==> config.mk <==
export PLATFORM = sky130hd
export DESIGN_NAME = branch_train_queue
export DESIGN_NICKNAME = d
export VERILOG_FILES = /design/src/rtl/branch_train_queue_pkg.sv /design/src/rtl/branch_train_queue_storage.sv /design/src/rtl/branch_train_queue.sv
export SDC_FILE = /design/constraint.sdc
export NUM_CORES = 2
export LEC_CHECK = 0
export CORE_UTILIZATION = 38
export CTS_BUF_LIST = sky130_fd_sc_hd__clkbuf_4 sky130_fd_sc_hd__clkbuf_8
export DETAILED_ROUTE_END_ITERATION = 7
export PLACE_DENSITY = 0.58
export RECOVER_POWER = 100
export SLEW_MARGIN = 40
export SYNTH_ARGS = -nofsm -noshare
export SYNTH_HDL_FRONTEND = slang
export SYNTH_SLANG_ARGS = --single-unit
export TNS_END_PERCENT = 20
==> constraint.sdc <==
create_clock -name clk -period 8.8 [get_ports clk]
set_input_delay 1.76 -clock clk [delete_from_list [all_inputs] [get_ports clk]]
set_output_delay 1.76 -clock clk [all_outputs]
set_load 0.02 [all_outputs]
==> src/rtl/branch_train_queue_pkg.sv <==
// Shared defaults and record layout for the branch training queue.
// A record is packed as {isbranch, taken, pc, target}, target in the low bits.
package branch_train_queue_pkg;

  localparam int DEF_DEPTH = 16;
  localparam int DEF_AW    = 32;

  function automatic int rec_w(input int aw);
    return 2 + 2 * aw;
  endfunction

  function automatic int off_target(input int aw);
    return 0 * aw;
  endfunction

  function automatic int off_pc(input int aw);
    return aw;
  endfunction

  function automatic int off_taken(input int aw);
    return 2 * aw;
  endfunction

  function automatic int off_isbranch(input int aw);
    return 2 * aw + 1;
  endfunction

endpackage

==> src/rtl/branch_train_queue_storage.sv <==
// DEPTH x W register file with two write ports and two combinational read ports.
// Port 1 is applied after port 0, so it wins if both hit the same address.
module btq_storage #(
  parameter int DEPTH = 16,
  parameter int W     = 66
) (
  input  logic                     clk,
  input  logic                     we0,
  input  logic [$clog2(DEPTH)-1:0] waddr0,
  input  logic [W-1:0]             wdata0,
  input  logic                     we1,
  input  logic [$clog2(DEPTH)-1:0] waddr1,
  input  logic [W-1:0]             wdata1,
  input  logic [$clog2(DEPTH)-1:0] raddr0,
  input  logic [$clog2(DEPTH)-1:0] raddr1,
  output logic [W-1:0]             rdata0,
  output logic [W-1:0]             rdata1
);

  logic [W-1:0] mem [DEPTH];

  // NOTE: the array is deliberately not reset; occupancy lives in the pointers,
  // so stale contents are never observed and the array stays plain flops/RAM.
  always_ff @(posedge clk) begin
    if (we0) mem[waddr0] <= wdata0;
    if (we1) mem[waddr1] <= wdata1;
  end

  assign rdata0 = mem[raddr0];
  assign rdata1 = mem[raddr1];

endmodule

==> src/rtl/branch_train_queue.sv <==
// Dual-in / dual-out in-order queue between retire and the gshare training ports.
// Pointers, occupancy and the registered training outputs live here.
module branch_train_queue
  import branch_train_queue_pkg::*;
#(
  parameter int DEPTH = DEF_DEPTH,
  parameter int AW    = DEF_AW
) (
  input  logic                       clk,
  input  logic                       rst,
  input  logic                       in_valid0,
  input  logic                       in_valid1,
  input  logic                       in_isbranch0,
  input  logic                       in_isbranch1,
  input  logic                       in_taken0,
  input  logic                       in_taken1,
  input  logic [AW-1:0]              in_pc0,
  input  logic [AW-1:0]              in_pc1,
  input  logic [AW-1:0]              in_target0,
  input  logic [AW-1:0]              in_target1,
  output logic                       in_ready,
  input  logic                       drain_en,
  output logic                       train_valid0,
  output logic                       train_valid1,
  output logic                       isbranch0,
  output logic                       isbranch1,
  output logic                       taken0,
  output logic                       taken1,
  output logic [AW-1:0]              address_branch0,
  output logic [AW-1:0]              address_branch1,
  output logic [AW-1:0]              address_result0,
  output logic [AW-1:0]              address_result1,
  output logic [$clog2(DEPTH):0]     count,
  output logic                       err_overflow
);

  localparam int PW  = $clog2(DEPTH);
  localparam int CW  = PW + 1;
  localparam int RW  = rec_w(AW);
  localparam int OTG = off_target(AW);
  localparam int OPC = off_pc(AW);
  localparam int OTK = off_taken(AW);
  localparam int OIB = off_isbranch(AW);

  logic [PW-1:0] wr_ptr, rd_ptr;
  logic [CW-1:0] count_q;
  logic [1:0]    n_in, n_out;
  logic [RW-1:0] rec0, rec1, rdata0, rdata1;
  logic [PW-1:0] waddr1;

  assign count    = count_q;
  assign in_ready = count_q <= CW'(DEPTH - 2);
  assign n_in     = in_ready ? ({1'b0, in_valid0} + {1'b0, in_valid1}) : 2'd0;

  always_comb begin
    n_out = 2'd0;
    if (drain_en) n_out = (count_q >= CW'(2)) ? 2'd2 : count_q[1:0];
  end

  assign rec0   = {in_isbranch0, in_taken0, in_pc0, in_target0};
  assign rec1   = {in_isbranch1, in_taken1, in_pc1, in_target1};
  // A lone slot-1 record takes the slot-0 position so the queue stays dense.
  assign waddr1 = in_valid0 ? wr_ptr + PW'(1) : wr_ptr;

  btq_storage #(.DEPTH(DEPTH), .W(RW)) u_storage (
    .clk    (clk),
    .we0    (in_ready & in_valid0),
    .waddr0 (wr_ptr),
    .wdata0 (rec0),
    .we1    (in_ready & in_valid1),
    .waddr1 (waddr1),
    .wdata1 (rec1),
    .raddr0 (rd_ptr),
    .raddr1 (rd_ptr + PW'(1)),
    .rdata0 (rdata0),
    .rdata1 (rdata1)
  );

  // NOTE: all state here is sequential, so only non-blocking assignments are
  // used; every register reads pre-edge values of the others.
  always_ff @(posedge clk) begin
    if (rst) begin
      wr_ptr          <= '0;
      rd_ptr          <= '0;
      count_q         <= '0;
      err_overflow    <= 1'b0;
      train_valid0    <= 1'b0;
      train_valid1    <= 1'b0;
      isbranch0       <= 1'b0;
      isbranch1       <= 1'b0;
      taken0          <= 1'b0;
      taken1          <= 1'b0;
      address_branch0 <= '0;
      address_branch1 <= '0;
      address_result0 <= '0;
      address_result1 <= '0;
    end else begin
      wr_ptr       <= wr_ptr + PW'(n_in);
      rd_ptr       <= rd_ptr + PW'(n_out);
      count_q      <= count_q + CW'(n_in) - CW'(n_out);
      train_valid0 <= n_out != 2'd0;
      train_valid1 <= n_out == 2'd2;
      if (!in_ready && (in_valid0 || in_valid1)) err_overflow <= 1'b1;
      if (n_out != 2'd0) begin
        isbranch0       <= rdata0[OIB];
        taken0          <= rdata0[OTK];
        address_branch0 <= rdata0[OPC +: AW];
        address_result0 <= rdata0[OTG +: AW];
      end
      if (n_out == 2'd2) begin
        isbranch1       <= rdata1[OIB];
        taken1          <= rdata1[OTK];
        address_branch1 <= rdata1[OPC +: AW];
        address_result1 <= rdata1[OTG +: AW];
      end
    end
  end

endmodule

# Word level (Yosys, flattened, before mapping)
# Memory sizes are Yosys's and may differ from the RTL's. A register that Yosys moved wholly into a read port is not among the register bits.
# Index checks and enable logic that the tools add are counted.
# word_totals
reg_bits,16
ram_bits,1056
in_bits,137
out_inout_bits,141
word_cells,31
mem_count,1
# memory_table
memory,depth,width,read_ports,rd_ports_with_merged_regs,wr,line_no,text
u_storage.mem,16,66,2,2,2,branch_train_queue_storage.sv:20,logic [W-1:0] mem [DEPTH];
# classes
addsub,7
order_cmp,2
eq_ne,1
n_mux,8
n_bitwise,2
n_reduce_logical,4
# op_table
op,count
adder 4 x 1 -> 4 bit (second input constant),2
adder 4 x 2 -> 4 bit,2
2-to-1 mux 2 bit,3
adder 5 x 2 -> 5 bit,1
>= comparator 5 x 2 -> 1 bit (second input constant),1
less-or-equal comparator 5 x 4 -> 1 bit (second input constant),1
subtractor 5 x 2 -> 5 bit,1
2-to-1 mux 1 bit,4
2-to-1 mux 4 bit,1
adder 1 x 1 -> 2 bit,1
AND 1 bit,2
== test 2 bit (second input constant),1
nonzero test 2 bit,1
logical AND 1 bit,1
logical NOT 1 bit,1
logical OR 1 bit,1

# Depth between registers and ports, before layout
# logic_depth
word_depth,4
mapped_depth,15
mapped_depth_nobuf,14

# By module
# Synthesis repeated with hierarchy kept, for this count alone.
# unflattened
hier_cells,4124
hier_area_um2,66012.1
# modules_own_cells
module,n_inst,cells_per_inst,area_per_inst_um2,seq_area_each_um2
btq_storage,1,3512,60404.2,31710.4
branch_train_queue,1,612,5607.9,2962.8

# Worst setup path before layout
# OpenSTA, ideal clock, no wires.
# synth_timing
kind,input-to-reg
start,in in_valid0
end,mem u_storage.mem[14][0] (enable)
setup_time_ns,0.423
arrival_ns,4.385
required_time_ns,8.377
path_slack_ns,3.992
cell_stages,8
n_path_buf,4
path_cell_list,buf_2 buf_4 o21ai_1 nand4_2 nor2_2 buf_4 buf_4 a21o_1
# synth_lines
item,line_no,text
start: declaration,branch_train_queue.sv:11,"input logic in_valid0,"
end: declaration,branch_train_queue_storage.sv:20,

==> flow_summary.json <==
{
  "outcome": "complete, but fails checks",
  "violations": "max-capacitance violations, max-slew violations",
  "synth_cell_types": 50,
  "clkTransAtPathRegs_ns": 0.06,
  "std_cell_rows": 152,
  "yosys_warnings": 0,
  "crit_chain": "dlygate4sd3_1 > inv_1 > a21boi_0 > nand4_1 > nor2_4 > clkbuf_1 > buf_4 > mux2_2",
  "clock-sinks": 1204,
  "die_y_um": 419.0,
  "antenna_found_initial": 10,
  "clock_skew_ns": 0.05067,
  "worstPathRequired_ns": 9.50,
  "fin_nets": 4440,
  "grtUsageMet2": 0.4123,
  "drc": 0,
  "numPortBuffers": 277,
  "synth.cell_area_um2": 66080,
  "dp_hpwl_um": 128200,
  "met3_usage": 0.03420,
  "synth_edf_count": 1056,
  "slew_headroom": -1.369,
  "synth_seq_cells": 1204,
  "viasPerCell": 6.013,
  "p_leak_nw": 24.48,
  "core_um2": 172100,
  "numCtsBuffers": 214,
  "use_met1": 0.3099,
  "gp_congestion": 0.8068,
  "synth_area_leaders": "edfxtp_1 (48%), mux4_2 (18%), mux2_2 (16%), dfxtp_1 (4.5%), mux2_1 (2.3%)",
  "grt_pass1_wl_um": 306000,
  "hold_viol": 0,
  "cts_setup_buffers": 0,
  "setup_tns_ns": 0,
  "synth_top_area_frac": 0.4798,
  "antenna_left": 0,
  "cts_resized": 0,
  "fin_crit_sh": 0.7937,
  "crit_arrival_ns": 7.68,
  "async_reset_ff_frac": 0,
  "ys_seq_area_frac": 0.5247,
  "rsz0062_at_grt": "false",
  "gr-total-overflow": 0,
  "first_pass_iters": 6,
  "clock-root-buffer": "clkbuf_8",
  "syn_avg_cell_area_um2": 15.95,
  "drt_iter0_drc": 3920,
  "die_area_um2": 175600,
  "area_growth_pct": 13.66,
  "yosysTopAreaCell": "edfxtp_1",
  "finalSetupViolCount": 0,
  "nFillCells": 15410,
  "power_density_nw_per_um2": 259.5,
  "maxCapViolations": 29,
  "clock_path_buffers": 3,
  "clock_latency_ns": 0.98,
  "htreeDepth": 4,
  "cts_tree": "done",
  "io_pins": 278,
  "routed_wl_um": 214500,
  "tightest_slew_ns": 3.554,
  "max_freq_ghz": 0.1432,
  "die_x_um": 419.0,
  "report.power.total_mw": 19.49,
  "wl_per_cell_um": 31.62,
  "finalCriticalPeriod_ns": 6.984,
  "cts_hold_buf": 0,
  "synth_nets": 4303,
  "drive_gt1_frac": 0.4343,
  "worstSetupPathType": "input pin to flop",
  "crit_family": "buffers and inverters",
  "grt_use_total": 0.2413,
  "vias": 40790,
  "grt_max_degree": 129,
  "vdd_drop_max_mv": 0.2153,
  "worstPathMaxFanout": 36,
  "cp-end-kind": "flop",
  "grt-busiest-layer": "met2",
  "cp_slowest_cell": "clkbuf_1",
  "synth-main-ff-cell": "edfxtp_1",
  "grt_pass1_vias": 42100,
  "setup.worst_path.start_class": "input pin",
  "cp_slowest_stage_delay_ns": 2.44,
  "start_util": 0.3840,
  "synthCells": 4142,
  "slew_violations": 871,
  "hold_path.class": "flop to flop",
  "cp_num_buf_inv": 4
}
## per-stage QoR
step,setup slack [ns],instances,instance area [µm²],util,hold slack [ns]
floorplan,3.992,4142,66080,-,0.5549
global route,1.716,6784,75110,0.4364,0.4864
global placement,2.470,6348,70400,0.4090,0.4491
finish,1.816,6784,75110,0.4364,0.4654
CTS,3.620,6778,75350,0.4378,0.4724
detailed placement,2.593,6369,70870,0.4117,0.4563
## synth_stat cells (2+ instances only)
cell type	number
xnor2_1	5
ha_1	20
mux4_2	528
edfxtp_1	1056
a211o_1	66
nand4_2	3
clkbuf_1	249
nor2b_1	10
nand3_1	2
buf_2	134
o21ai_0	2
a22oi_1	132
buf_6	43
a21o_1	18
a21oi_1	138
inv_1	20
nor2_2	13
mux2_2	923
fa_1	4
buf_1	11
xor2_1	7
a22o_1	67
nand2_1	339
dfxtp_1	148
buf_4	26
nor2_1	21
mux2_1	133
and3_1	2
## final timing paths
check	from	endpoint	slack [ns]	depth (start not counted)
setup / recovery	in_valid0	u_storage.mem[13][42]	1.82	8
hold / removal	address_result1[22]	address_result1[22]	0.47	1
setup reg to reg	count[3]	address_branch1[4]	2.25	8
hold reg to reg	address_result1[22]	address_result1[22]	0.47	1
## metal layers
layer	vias to the layer above	part of all wire
li1	17050	-
met1	21700	0.40
met2	1673	0.50
met3	369	0.059
met4	2	0.038
met5	-	0.000061
## state kept, by name (all words and copies together) (netlist names)
name	count
train_valid1	1
address_result0	32
address_result1	32
wr_ptr	4
isbranch0	1
count	5
train_valid0	1
isbranch1	1
taken0	1
u_storage.mem	1056
rd_ptr	4
err_overflow	1
taken1	1
address_branch1	32
address_branch0	32
## worst register-to-register path, stage by stage (launching register included)
cell,delay [ns]
dfxtp_1,0.38
inv_1,0.10
ha_1,0.23
a21oi_1,0.19
o21ai_1,0.25
a21oi_4,0.20
clkbuf_1,2.13
clkbuf_1,2.56
a211o_1,0.47
## power by group
part / switching [mW] / internal, mW
clock: 2.48 / 3.00
combinational: 3.64 / 2.94
sequential: 0.442 / 6.99
total: 6.56 / 12.9
## layout make-up
| type | count | area, µm² | area share |
|---|---|---|---|
| timing repair buffer | 384 | 3814 | 0.05077 |
| tap | 2310 | 2890 | 0.03848 |
| clock buffer | 336 | 3993 | 0.05316 |
| sequential | 1204 | 34680 | 0.4617 |
| multi-input combinational | 2455 | 29170 | 0.3884 |
| antenna | 2 | 5.005 | 0.00006663 |
| clock inverter | 73 | 488.0 | 0.006497 |
| inverter | 20 | 75.07 | 0.0009995 |
## cell families (layout without fill, tap and decap cells)
kind of cell / count (synthesis) / count (layout) / synth area share
multiplexers: 1584 / 1584 / 0.3599
flip-flops: 1204 / 1204 / 0.5247
buffers and inverters: 483 / 813 / 0.03633
AO/OA/AOI/OAI: 434 / 434 / 0.04758
AND/OR/NAND/NOR: 400 / 400 / 0.02469
adder cells (fa/ha/maj): 24 / 24 / 0.004998
XOR/XNOR: 13 / 13 / 0.001837
other: 0 / 2 / 0
## layout by cell type, fill, tap and decap left out, types with 3 or more instances in the layout
| master | synthesis | final |
|---|---|---|
| buf_16 | 0 | 3 |
| a22o_1 | 67 | 67 |
| buf_6 | 43 | 19 |
| dfxtp_1 | 148 | 147 |
| buf_4 | 26 | 42 |
| nand2_1 | 339 | 339 |
| a21o_1 | 18 | 12 |
| bufinv_16 | 0 | 4 |
| clkinv_1 | 0 | 35 |
| edfxtp_1 | 1056 | 1056 |
| xnor2_1 | 5 | 4 |
| clkinv_2 | 0 | 24 |
| a211o_1 | 66 | 66 |
| dlygate4sd3_1 | 0 | 142 |
| a21oi_1 | 138 | 137 |
| clkinvlp_4 | 0 | 3 |
| buf_12 | 0 | 16 |
| nor2b_1 | 10 | 9 |
| nor2_4 | 0 | 13 |
| a22oi_1 | 132 | 132 |
| ha_1 | 20 | 20 |
| mux2_2 | 923 | 921 |
| clkbuf_4 | 0 | 101 |
| inv_1 | 20 | 20 |
| clkdlybuf4s50_1 | 0 | 134 |
| xor2_1 | 7 | 6 |
| mux4_2 | 528 | 528 |
| nand4_1 | 1 | 4 |
| mux2_1 | 133 | 135 |
| clkbuf_1 | 249 | 25 |
| clkbuf_8 | 0 | 235 |
| nor2_1 | 21 | 21 |
| a21o_4 | 0 | 6 |
| fa_1 | 4 | 4 |
No activity file was read; power rests on OpenSTA's default activity.
